--- src/rtl/alu_sync.sv ---
// alu_sync -- registered ALU, one cycle of latency, a new operation every cycle.
//
// Parameters:
//   WIDTH  operand/result width in bits (minimum 2)
//
// Ports:
//   clk  in   system clock, rising edge
//   rst  in   synchronous active-high reset (R=0, z=1, c=0, s=0)
//   A    in   operand A [WIDTH]
//   B    in   operand B [WIDTH]
//   cin  in   carry-in, arithmetic group only
//   Op   in   operation select [2]
//   l    in   0 = arithmetic group, 1 = logic group
//   R    out  registered result [WIDTH]
//   z    out  registered zero flag
//   c    out  registered carry flag (always 0 for logic ops)
//   s    out  registered sign flag (MSB of R)
//   v    out  registered signed overflow, present only with ALU_OVF_EN defined
//
// Optional feature macro: ALU_OVF_EN (adds the v port and overflow logic).

module alu_sync #(
  parameter int unsigned WIDTH = 4
) (
  input  logic             clk,
  input  logic             rst,
  input  logic [WIDTH-1:0] A,
  input  logic [WIDTH-1:0] B,
  input  logic             cin,
  input  logic [1:0]       Op,
  input  logic             l,
  output logic [WIDTH-1:0] R,
  output logic             z,
  output logic             c,
  output logic             s
`ifdef ALU_OVF_EN
  ,
  output logic             v
`endif
);

  // Every arithmetic op is expressed as add_x + add_y + add_k, where add_k
  // (0..2) folds the two's-complement "+1" of a negate together with cin.
  logic [WIDTH-1:0] add_x;
  logic [WIDTH-1:0] add_y;
  logic [1:0]       add_k;
  logic [WIDTH:0]   sum;
  logic [WIDTH-1:0] logic_r;
  logic [WIDTH-1:0] next_r;
  logic             next_c;

  always_comb begin
    add_x = A;
    add_y = '0;
    add_k = {1'b0, cin};
    case (Op)
      2'b00: begin
        add_x = A;
      end
      2'b01: begin
        add_x = ~A;
        add_k = {1'b0, cin} + 2'd1;
      end
      2'b10: begin
        add_x = A;
        add_y = B;
      end
      default: begin
        add_x = ~B;
        add_k = {1'b0, cin} + 2'd1;
      end
    endcase
  end

  assign sum = {1'b0, add_x} + {1'b0, add_y} + (WIDTH+1)'(add_k);

  always_comb begin
    logic_r = '0;
    case (Op)
      2'b00:   logic_r = A & B;
      2'b01:   logic_r = A | B;
      2'b10:   logic_r = A ^ B;
      default: logic_r = ~A;
    endcase
  end

  assign next_r = l ? logic_r : sum[WIDTH-1:0];
  assign next_c = ~l & sum[WIDTH];

`ifdef ALU_OVF_EN
  // Sum of the low WIDTH-1 bits; its top bit is the carry into the MSB.
  logic [WIDTH-1:0] low_sum;
  logic             next_v;

  assign low_sum = {1'b0, add_x[WIDTH-2:0]} + {1'b0, add_y[WIDTH-2:0]}
                 + WIDTH'(add_k);
  assign next_v  = ~l & (low_sum[WIDTH-1] ^ sum[WIDTH]);

  always_ff @(posedge clk) begin
    if (rst) begin
      v <= 1'b0;
    end else begin
      v <= next_v;
    end
  end
`endif

  always_ff @(posedge clk) begin
    if (rst) begin
      R <= '0;
      z <= 1'b1;
      c <= 1'b0;
      s <= 1'b0;
    end else begin
      R <= next_r;
      z <= (next_r == '0);
      c <= next_c;
      s <= next_r[WIDTH-1];
    end
  end

endmodule

--- config.mk ---
export PLATFORM = sky130hd
export DESIGN_NAME = alu_sync
export DESIGN_NICKNAME = d
export VERILOG_FILES = /design/src/rtl/alu_sync.sv
export SDC_FILE = /design/constraint.sdc
export NUM_CORES = 1
export LEC_CHECK = 0
export ABC_AREA = 1
export BUFFER_PORTS_ARGS = -buffer_cell sky130_fd_sc_hd__buf_2
export CAP_MARGIN = 20
export CORE_ASPECT_RATIO = 0.8
export CORE_MARGIN = 8
export CORE_UTILIZATION = 45
export CTS_CLUSTER_SIZE = 25
export DETAILED_ROUTE_END_ITERATION = 16
export PLACE_DENSITY = 0.72
export SLEW_MARGIN = 5
export SYNTH_ARGS = -nofsm -noshare
export SYNTH_HDL_FRONTEND = slang
export SYNTH_SLANG_ARGS = --single-unit
export TNS_END_PERCENT = 100
--- constraint.sdc ---
create_clock -name clk -period 6.4 [get_ports clk]
set_input_delay 1.92 -clock clk [delete_from_list [all_inputs] [get_ports clk]]
set_output_delay 1.92 -clock clk [all_outputs]
set_load 0.02 [all_outputs]
# ---- After elaboration in Yosys (flattened, before gate mapping)
# Cells that the tools add are included.
dict set report totals {
  ff_bits 7
}
dict set report op_classes {
  reduce_logical 3
  addsub 3
  eq_ne 2
  muxes 5
  bitwise 7
}
# op n
set op_table {}
lappend op_table {{$pmux W4 S3} 1}
lappend op_table {{$mux W4} 2}
lappend op_table {{$not A4 Y4} 2}
lappend op_table {{$pmux W4 S2} 1}
lappend op_table {{$add A4 B4 Y5} 1}
lappend op_table {{$add A5 B2 Y5} 1}
lappend op_table {{$and A4 B4 Y4} 1}
lappend op_table {{$logic_not A4 Y1} 1}
lappend op_table {{$or A4 B4 Y4} 1}
lappend op_table {{$xor A4 B4 Y4} 1}
lappend op_table {{$add A1 B1 Y2 const B} 1}
lappend op_table {{$eq A2 B1 Y1 const B} 1}
lappend op_table {{$eq A2 B2 Y1 const B} 1}
lappend op_table {{$logic_not A2 Y1} 1}
lappend op_table {{$mux W2} 1}
lappend op_table {{$reduce_or A2 Y1} 1}
lappend op_table {{$and A1 B1 Y1} 1}
lappend op_table {{$not A1 Y1} 1}

# ---- Logic depth before layout (Yosys ltp)
# Gate-level depths: netlist (run 1).
dict set report depth {
  depth_word 7
  ltp_mapped 16
  depth_no_buf 16
}

# ---- Worst setup path before layout (run 1)
# OpenSTA, ideal clock, no wires.
dict set report synth_timing {
  path_kind {input -> register}
  startpoint {input Op[0]}
  endpoint {register z}
  setup_time_ns 0.111
  path_slack_ns 2.427
  path_buffers 1
  required_ns 6.289
  arrival_ns 3.862
  path_stages 14
  path_cell_list {buf_6 nand2_1 inv_1 nand2_1 o221ai_1 fa_1 inv_1 ha_1 inv_1 fa_1 nor2_1 a21oi_2 nand3_1 nor2_2}
}
dict set report synth_via {
  elab_chain_cells 7
  elab_cells_between_ends 12
}
# element line
set synth_rtl {}
lappend synth_rtl {{start, declared} 30} ;# input logic [1:0] Op,
lappend synth_rtl {{$eq A2 B2 Y1 or $logic_not A2 Y1 (tied branches)} {56, 79}}
lappend synth_rtl {{$reduce_or A2 Y1 (no line)} --}
lappend synth_rtl {{$pmux W4 S2} 56} ;# case (Op)
lappend synth_rtl {{$add A4 B4 Y5} 75} ;# assign sum = {1'b0, add_x} + {1'b0, add_y} + (WIDTH+1)'(add_k);
lappend synth_rtl {{$add A5 B2 Y5} 75}
lappend synth_rtl {{$mux W4 (*)} 87} ;# assign next_r = l ? logic_r : sum[WIDTH-1:0];
lappend synth_rtl {{$logic_not A4 Y1 (*)} 116} ;# z <= (next_r == '0);
lappend synth_rtl {{end signal, assigned} 116}
lappend synth_rtl {{end, declared} 33} ;# output logic z,
# Every way passes the cells marked *; elsewhere a longest branch is shown, timed or not.
# A chain may end at the register's enable or synchronous reset.

# ---- Final worst setup path (run 1)
dict set report layout_timing {
  startpoint {input Op[1]}
  endpoint {register z}
}
# Same word-level chain as after synthesis.

==> results.md, run 1 <==
- I/O pins: 21
- Post-synthesis xor/xnor area fraction: 0.0113
- Largest family of logic cells by synthesized area: adder cells
- Cts-stage hold buffer count: 0
- Total Wirelength: 1640 um
- Site Rows: 13
- Ant. Diodes: 0
- Commonest non-fill, non-tap cell in the layout: inv_1
- Clk sinks: 6
- Arrival @ worst endpoint: 4.18 ns
- Synth top area share: 0.226
- Drt wl/cell: 10.6 um
- WHS: 1.91 ns
- Nets: 165
- Root Buffer: clkbuf_4
- Largest cells by area after synthesis: ha_1, dfxtp_1, inv_1
- #FFs+latches synth: 6
- Initial DRT Pass Iterations: 6
- Mapped Area: 776 um2
- Hold Fails Final Rpt: 0
- Worst Setup End Kind: flip-flop
- Status: complete, no violations
- Max-slew violation count: 0
- Post-synth top area cell: ha_1
- Vias/cell: 4.77
- Critical path launch point type: primary input
- Compound-cell area share of the yosys netlist: 0.165
- Internal power: 0.0889 mW
- GR Overflow Total: 0
- LEAKAGE: 0.548 nW
- Pin count of the biggest net entering global routing: 15
- Headroom to the max-slew limit: 0.821
- DP Wirelength: 1420 um
- I/O Buffers: 20
- Power, Total: 0.142 mW
- Least-Margin Pin Slew: 0.269 ns
- Worst setup endpoint: z$_SDFF_PP1_
- Avg Cell Area, Syn: 6.93 um2
- Sw Pwr: 0.0534 mW
- Sequential area share after synthesis: 0.155
- Post-synthesis adder-cell area fraction: 0.303
- Simple-gate portion of the synthesized area: 0.187
- RSZ-0062 raised after global routing: false
- Antenna violations before repair: 0
- Type of the tightest min-delay check: primary input to flip-flop
- Combinational Power Share: 0.462
- Detail Route Antenna Nets: 0
- Die Y: 53.1 um
- Mux cell area share after synthesis: 0
- Commonest non-fill, non-tap cells in the layout: inv_1, buf_2, nand2_1
- Post-CTS Repair Setup Buffers: 0
- Post-CTS resize count: 0
- Final period util: 0.633
- Netlist cell types: 23
- Vias: 735
- CP max FO: 8
- Total GRT Usage: 0.102
- Layout overhead on the synthesized area: 16.5%
- Sum Neg Setup Slack: 0 ns
- Final setup vio count: 0
- VDD IR-drop max: 0.000105 V
- Syn Nets: 143
- DIE WIDTH: 62.4 um
- Drt first-iter violations: 38
- Syn. warnings: 0
- H-tree depth: 1
- Residual DRC: 0
- Worst Setup Path Type: primary input to flip-flop
- Core Region: 1630 um2
- # fillers: 177
- Clock tree from TritonCTS: done
- PD cells: 158 nW/um2
- Worst EP required: 6.53 ns
- Seq pwr share: 0.307
- Crit path from: Op[1]
- Clock power share: 0.231
- Worst-path clk slew: 0.04 ns
- MaxCap Viol Count: 0
- Total die area: 3320 um2
- Share of cells above drive strength 1: 0.220
- Initial core utilization: 0.477
- Routability cong.: 0.828
- Num CTS Buffers: 3
- Vias in the first global route: 684
- Clk buf depth: 2
- Sw Ratio: 0.375
- F_max: 247 MHz
- Min cycle time layout: 4.05 ns
- Post-Synthesis Cells: 112
- First-pass GRT wire length: 2840 um
logic make-up after synthesis:
family	count (synthesis)
XOR/XNOR	1
flip-flops	6
AND/OR/NAND/NOR	34
adder cells (fa/ha/maj)	17
AO/OA/AOI/OAI	20
buffers and inverters	34
cell usage after synthesis:
cell type,count
nor2_2,2
inv_2,1
fa_1,3
buf_4,1
buf_6,1
o22ai_1,1
o211ai_1,1
o21a_1,1
a21oi_1,3
inv_1,30
o221ai_1,3
dfxtp_1,6
o21ai_0,1
clkbuf_1,1
ha_1,14
xnor2_1,1
nor2_1,6
a211oi_1,1
nand3_1,8
a21oi_2,2
o21ai_1,7
nand2_2,1
nand2_1,17
worst max-delay path: stages:
cell      delay, ns
buf_2          0.16
inv_1          0.09
nand2_1        0.08
inv_1          0.08
nand2_1        0.07
o221ai_1       0.14
fa_1           0.56
inv_1          0.04
ha_1           0.21
inv_1          0.08
fa_1           0.41
nor2_1         0.14
a21oi_2        0.05
nand3_1        0.10
nor2_2         0.03
how the worst min path moves through the flow:
stage | end | cells after the start | start
finish | c$_SDFF_PP0_ | 2 | rst
global route | c$_SDFF_PP0_ | 2 | rst
CTS | c$_SDFF_PP0_ | 2 | rst
detailed placement | c$_SDFF_PP0_ | 2 | rst
global placement | c$_SDFF_PP0_ | 2 | rst
floorplan | c$_SDFF_PP0_ | 1 | rst
routing by layer:
metal | vias up | wire length [um] | global-route usage
li1 | 394 | - | -
met1 | 329 | 802 | 0.126
met2 | 12 | 761 | 0.180
met3 | 0 | 76 | 0.0295
met4 | 0 | 0 | 0.0113
met5 | - | 0 | 0
per-stage QoR:
step | cells | worst slack (ns) | area [um2] | util
2_1_floorplan | 112 | 2.43 | 776 | -
5_1_grt | 154 | 2.11 | 903 | 0.555
3_3_place_gp | 151 | 2.16 | 881 | 0.542
6_report | 154 | 2.35 | 903 | 0.555
4_1_cts | 154 | 2.36 | 903 | 0.555
3_5_place_dp | 151 | 2.13 | 881 | 0.542
power groups by stage:
stage	combinational [mW]	sequential, mW	clock [mW]
after global placement	0.0648	0.0442	0
after CTS	0.0665	0.0436	0.0348
final	0.0657	0.0437	0.0329
after floorplan	0.0398	0.0512	0
after global routing	0.0750	0.0445	0.0384
after detailed placement	0.0657	0.0443	0
cell type report:
type,instances,area (um2),share of cell area
repair buffers,20,100,0.111
flip-flops and latches,6,120,0.133
multi-input cells,72,517,0.572
clock buffers,3,22.5,0.0249
inverters,31,116,0.129
well taps,22,27.5,0.0305
flip-flops by register name (all words and copies together), names as in the netlist:
signal	count
R	4
c	1
z	1
Note: power is estimated with default switching activity, not from simulation.
==> run 2: changes to the inputs <==
Clock period 6.4 ns to 4.1 ns, I/O delays scaled along.
==> run 2 against run 1 <==
- global-route usage rose by 1.2 points
- sequential cell count did not move
- routed wire length rose by 9.9%
- final area did not move
- combinational power rose by 57%
- setup slack got worse by 1.6 ns
- utilization did not move
- final cell count did not move
- total power rose by 61%
- count of clock-buffer cells in the layout did not move
- largest cell class unchanged
- largest power group unchanged
==> results.md, run 2 (same netlist as run 1, synthesis figures left out) <==
- Final period util: 0.817
- Area occupied by multi-input gates: 517 um2 (unchanged)
- Detail Route Antenna Nets: 0 (unchanged)
- Num CTS Buffers: 3 (unchanged)
- Layout overhead on the synthesized area: 16.5% (unchanged)
- Worst EP required: 4.25 ns (was 6.53 ns)
- Drt first-iter violations: 43 (was 38)
- Headroom to the max-slew limit: 0.808 (was 0.821)
- Critical path launch point type: primary input (unchanged)
- PD cells: 254 nW/um2 (was 158 nW/um2)
- LEAKAGE: 0.548 nW (unchanged)
- Worst Setup Path Type: primary input to flip-flop (unchanged)
- Max-slew violation count: 0 (unchanged)
- Power, Total: 0.229 mW (was 0.142 mW)
- Post-CTS Repair Setup Buffers: 0 (unchanged)
- Site Rows: 13 (unchanged)
- Total Wirelength: 1800 um (was 1640 um)
- Endpoint, Worst Hold: c$_SDFF_PP0_ (unchanged)
- Cts-stage hold buffer count: 0 (unchanged)
- I/O Buffers: 20 (unchanged)
- Initial core utilization: 0.477 (unchanged)
- F_max: 299 MHz
- Vias/cell: 4.93 (was 4.77)
- Largest registers: R x4, c x1, z x1 (unchanged)
- Total GRT Usage: 0.114 (was 0.102)
- Type of the tightest min-delay check: primary input to flip-flop (unchanged)
- Largest register FFs: 4 (unchanged)
- Die Y: 53.1 um (unchanged)
- Total die area: 3320 um2 (unchanged)
- MaxCap Viol Count: 0 (unchanged)
- CP max FO: 8 (unchanged)
- Sum Neg Setup Slack: 0 ns (unchanged)
- First-pass GRT wire length: 3080 um (was 2840 um)
- Share of cells above drive strength 1: 0.220 (unchanged)
- GR Overflow Total: 0 (unchanged)
- I/O pins: 21 (unchanged)
- Ant. Diodes: 0 (unchanged)
- Root Buffer: clkbuf_4 (unchanged)
- Post-Layout Cell Count: 154 (unchanged)
- Routability cong.: 0.835 (was 0.828)
- DP Wirelength: 1530 um (was 1420 um)
- Design Area, Final: 903 um2 (unchanged)
- DIE WIDTH: 62.4 um (unchanged)
- Nets: 165 (unchanged)
- Final setup vio count: 0 (unchanged)
- Commonest non-fill, non-tap cells in the layout: inv_1, buf_2, nand2_1 (unchanged)
- WHS Path Cells: 2 (unchanged)
- Worst Setup End Kind: flip-flop (unchanged)
- Commonest non-fill, non-tap cell in the layout: inv_1 (unchanged)
- Min cycle time layout: 3.35 ns
- Final design utilization: 0.555 (unchanged)
- Vias in the first global route: 718 (was 684)
- Worst-path clk slew: 0.05 ns (was 0.04 ns)
- Least-Margin Pin Slew: 0.288 ns (was 0.269 ns)
- RSZ-0062 raised after global routing: false (unchanged)
- Vias: 759 (was 735)
- Status: complete, no violations (unchanged)
- Pin count of the biggest net entering global routing: 15 (unchanged)
- Initial DRT Pass Iterations: 5 (was 6)
- Post-placement cell count: 151 (unchanged)
- FF/Latch Area: 120 um2 (unchanged)
- Hold Fails Final Rpt: 0 (unchanged)
- VDD IR-drop max: 0.000136 V (was 0.000105 V)
- Residual DRC: 0 (unchanged)
- Clk sinks: 6 (unchanged)
- Largest Register: R (unchanged)
- Antenna violations before repair: 0 (unchanged)
- H-tree depth: 1 (unchanged)
- Arrival @ worst endpoint: 3.49 ns (was 4.18 ns)
- Post-CTS resize count: 0 (unchanged)
- # fillers: 161 (was 177)
- Hold Crit Start: rst (unchanged)
- DP Area: 881 um2 (unchanged)
- Clock tree from TritonCTS: done (unchanged)
- Core Region: 1630 um2 (unchanged)
- Drt wl/cell: 11.7 um (was 10.6 um)
- Clk buf depth: 2 (unchanged)
==> run 2: cell counts in the layout (fill, tap and decap cells not counted) <==
Identical to the previous run, type by type.
==> run 2: metrics by stage <==
step / hold WS, ns / setup WS (ns)
2_1_floorplan: 1.31 / 0.817
3_3_place_gp: 1.47 / 0.523
3_5_place_dp: 1.46 / 0.483
4_1_cts: 1.21 / 0.740
5_1_grt: 1.23 / 0.598
6_report: 1.22 / 0.752
==> run 2: worst max-delay path: stages <==
cell	delay (ns)
buf_2	0.15
inv_1	0.09
nand2_1	0.09
inv_1	0.09
nand2_1	0.07
o221ai_1	0.13
fa_1	0.55
inv_1	0.04
ha_1	0.20
inv_1	0.07
fa_1	0.40
nor2_1	0.16
a21oi_2	0.06
nand3_1	0.11
nor2_2	0.05
==> run 2: area by class of cell <==
type                       count  share of cell area
multi-input combinational     72               0.572
sequential                     6               0.133
inverter                      31               0.129
timing repair buffer          20               0.111
tap                           22              0.0305
clock buffer                   3              0.0249
==> run 2: routing by layer <==
layer	vias up	routed length, um	part of all wire	GRT usage
met5	-	0	0	0
met4	0	25	0.014	0.0453
met3	4	102	0.057	0.0274
met2	21	888	0.49	0.202
met1	338	784	0.44	0.132
li1	396	-	-	-
==> run 2: where the power goes <==
part	total, mW	internal [mW]	switching (mW)	leakage [nW]
Combinational	0.103	0.0392	0.0643	0.485
Sequential	0.0682	0.0663	0.00189	0.0498
Clock	0.0577	0.0333	0.0244	0.0138
==> run 2: how the worst max path moves through the flow <==
stage	depth (start not counted)	to	from
3_5_place_dp	15	z$_SDFF_PP1_	Op[1]
5_1_grt	15	z$_SDFF_PP1_	Op[1]
6_report	15	z$_SDFF_PP1_	Op[1]
2_1_floorplan	14	z$_SDFF_PP1_	Op[0]
3_3_place_gp	15	z$_SDFF_PP1_	Op[1]
4_1_cts	15	z$_SDFF_PP1_	Op[1]
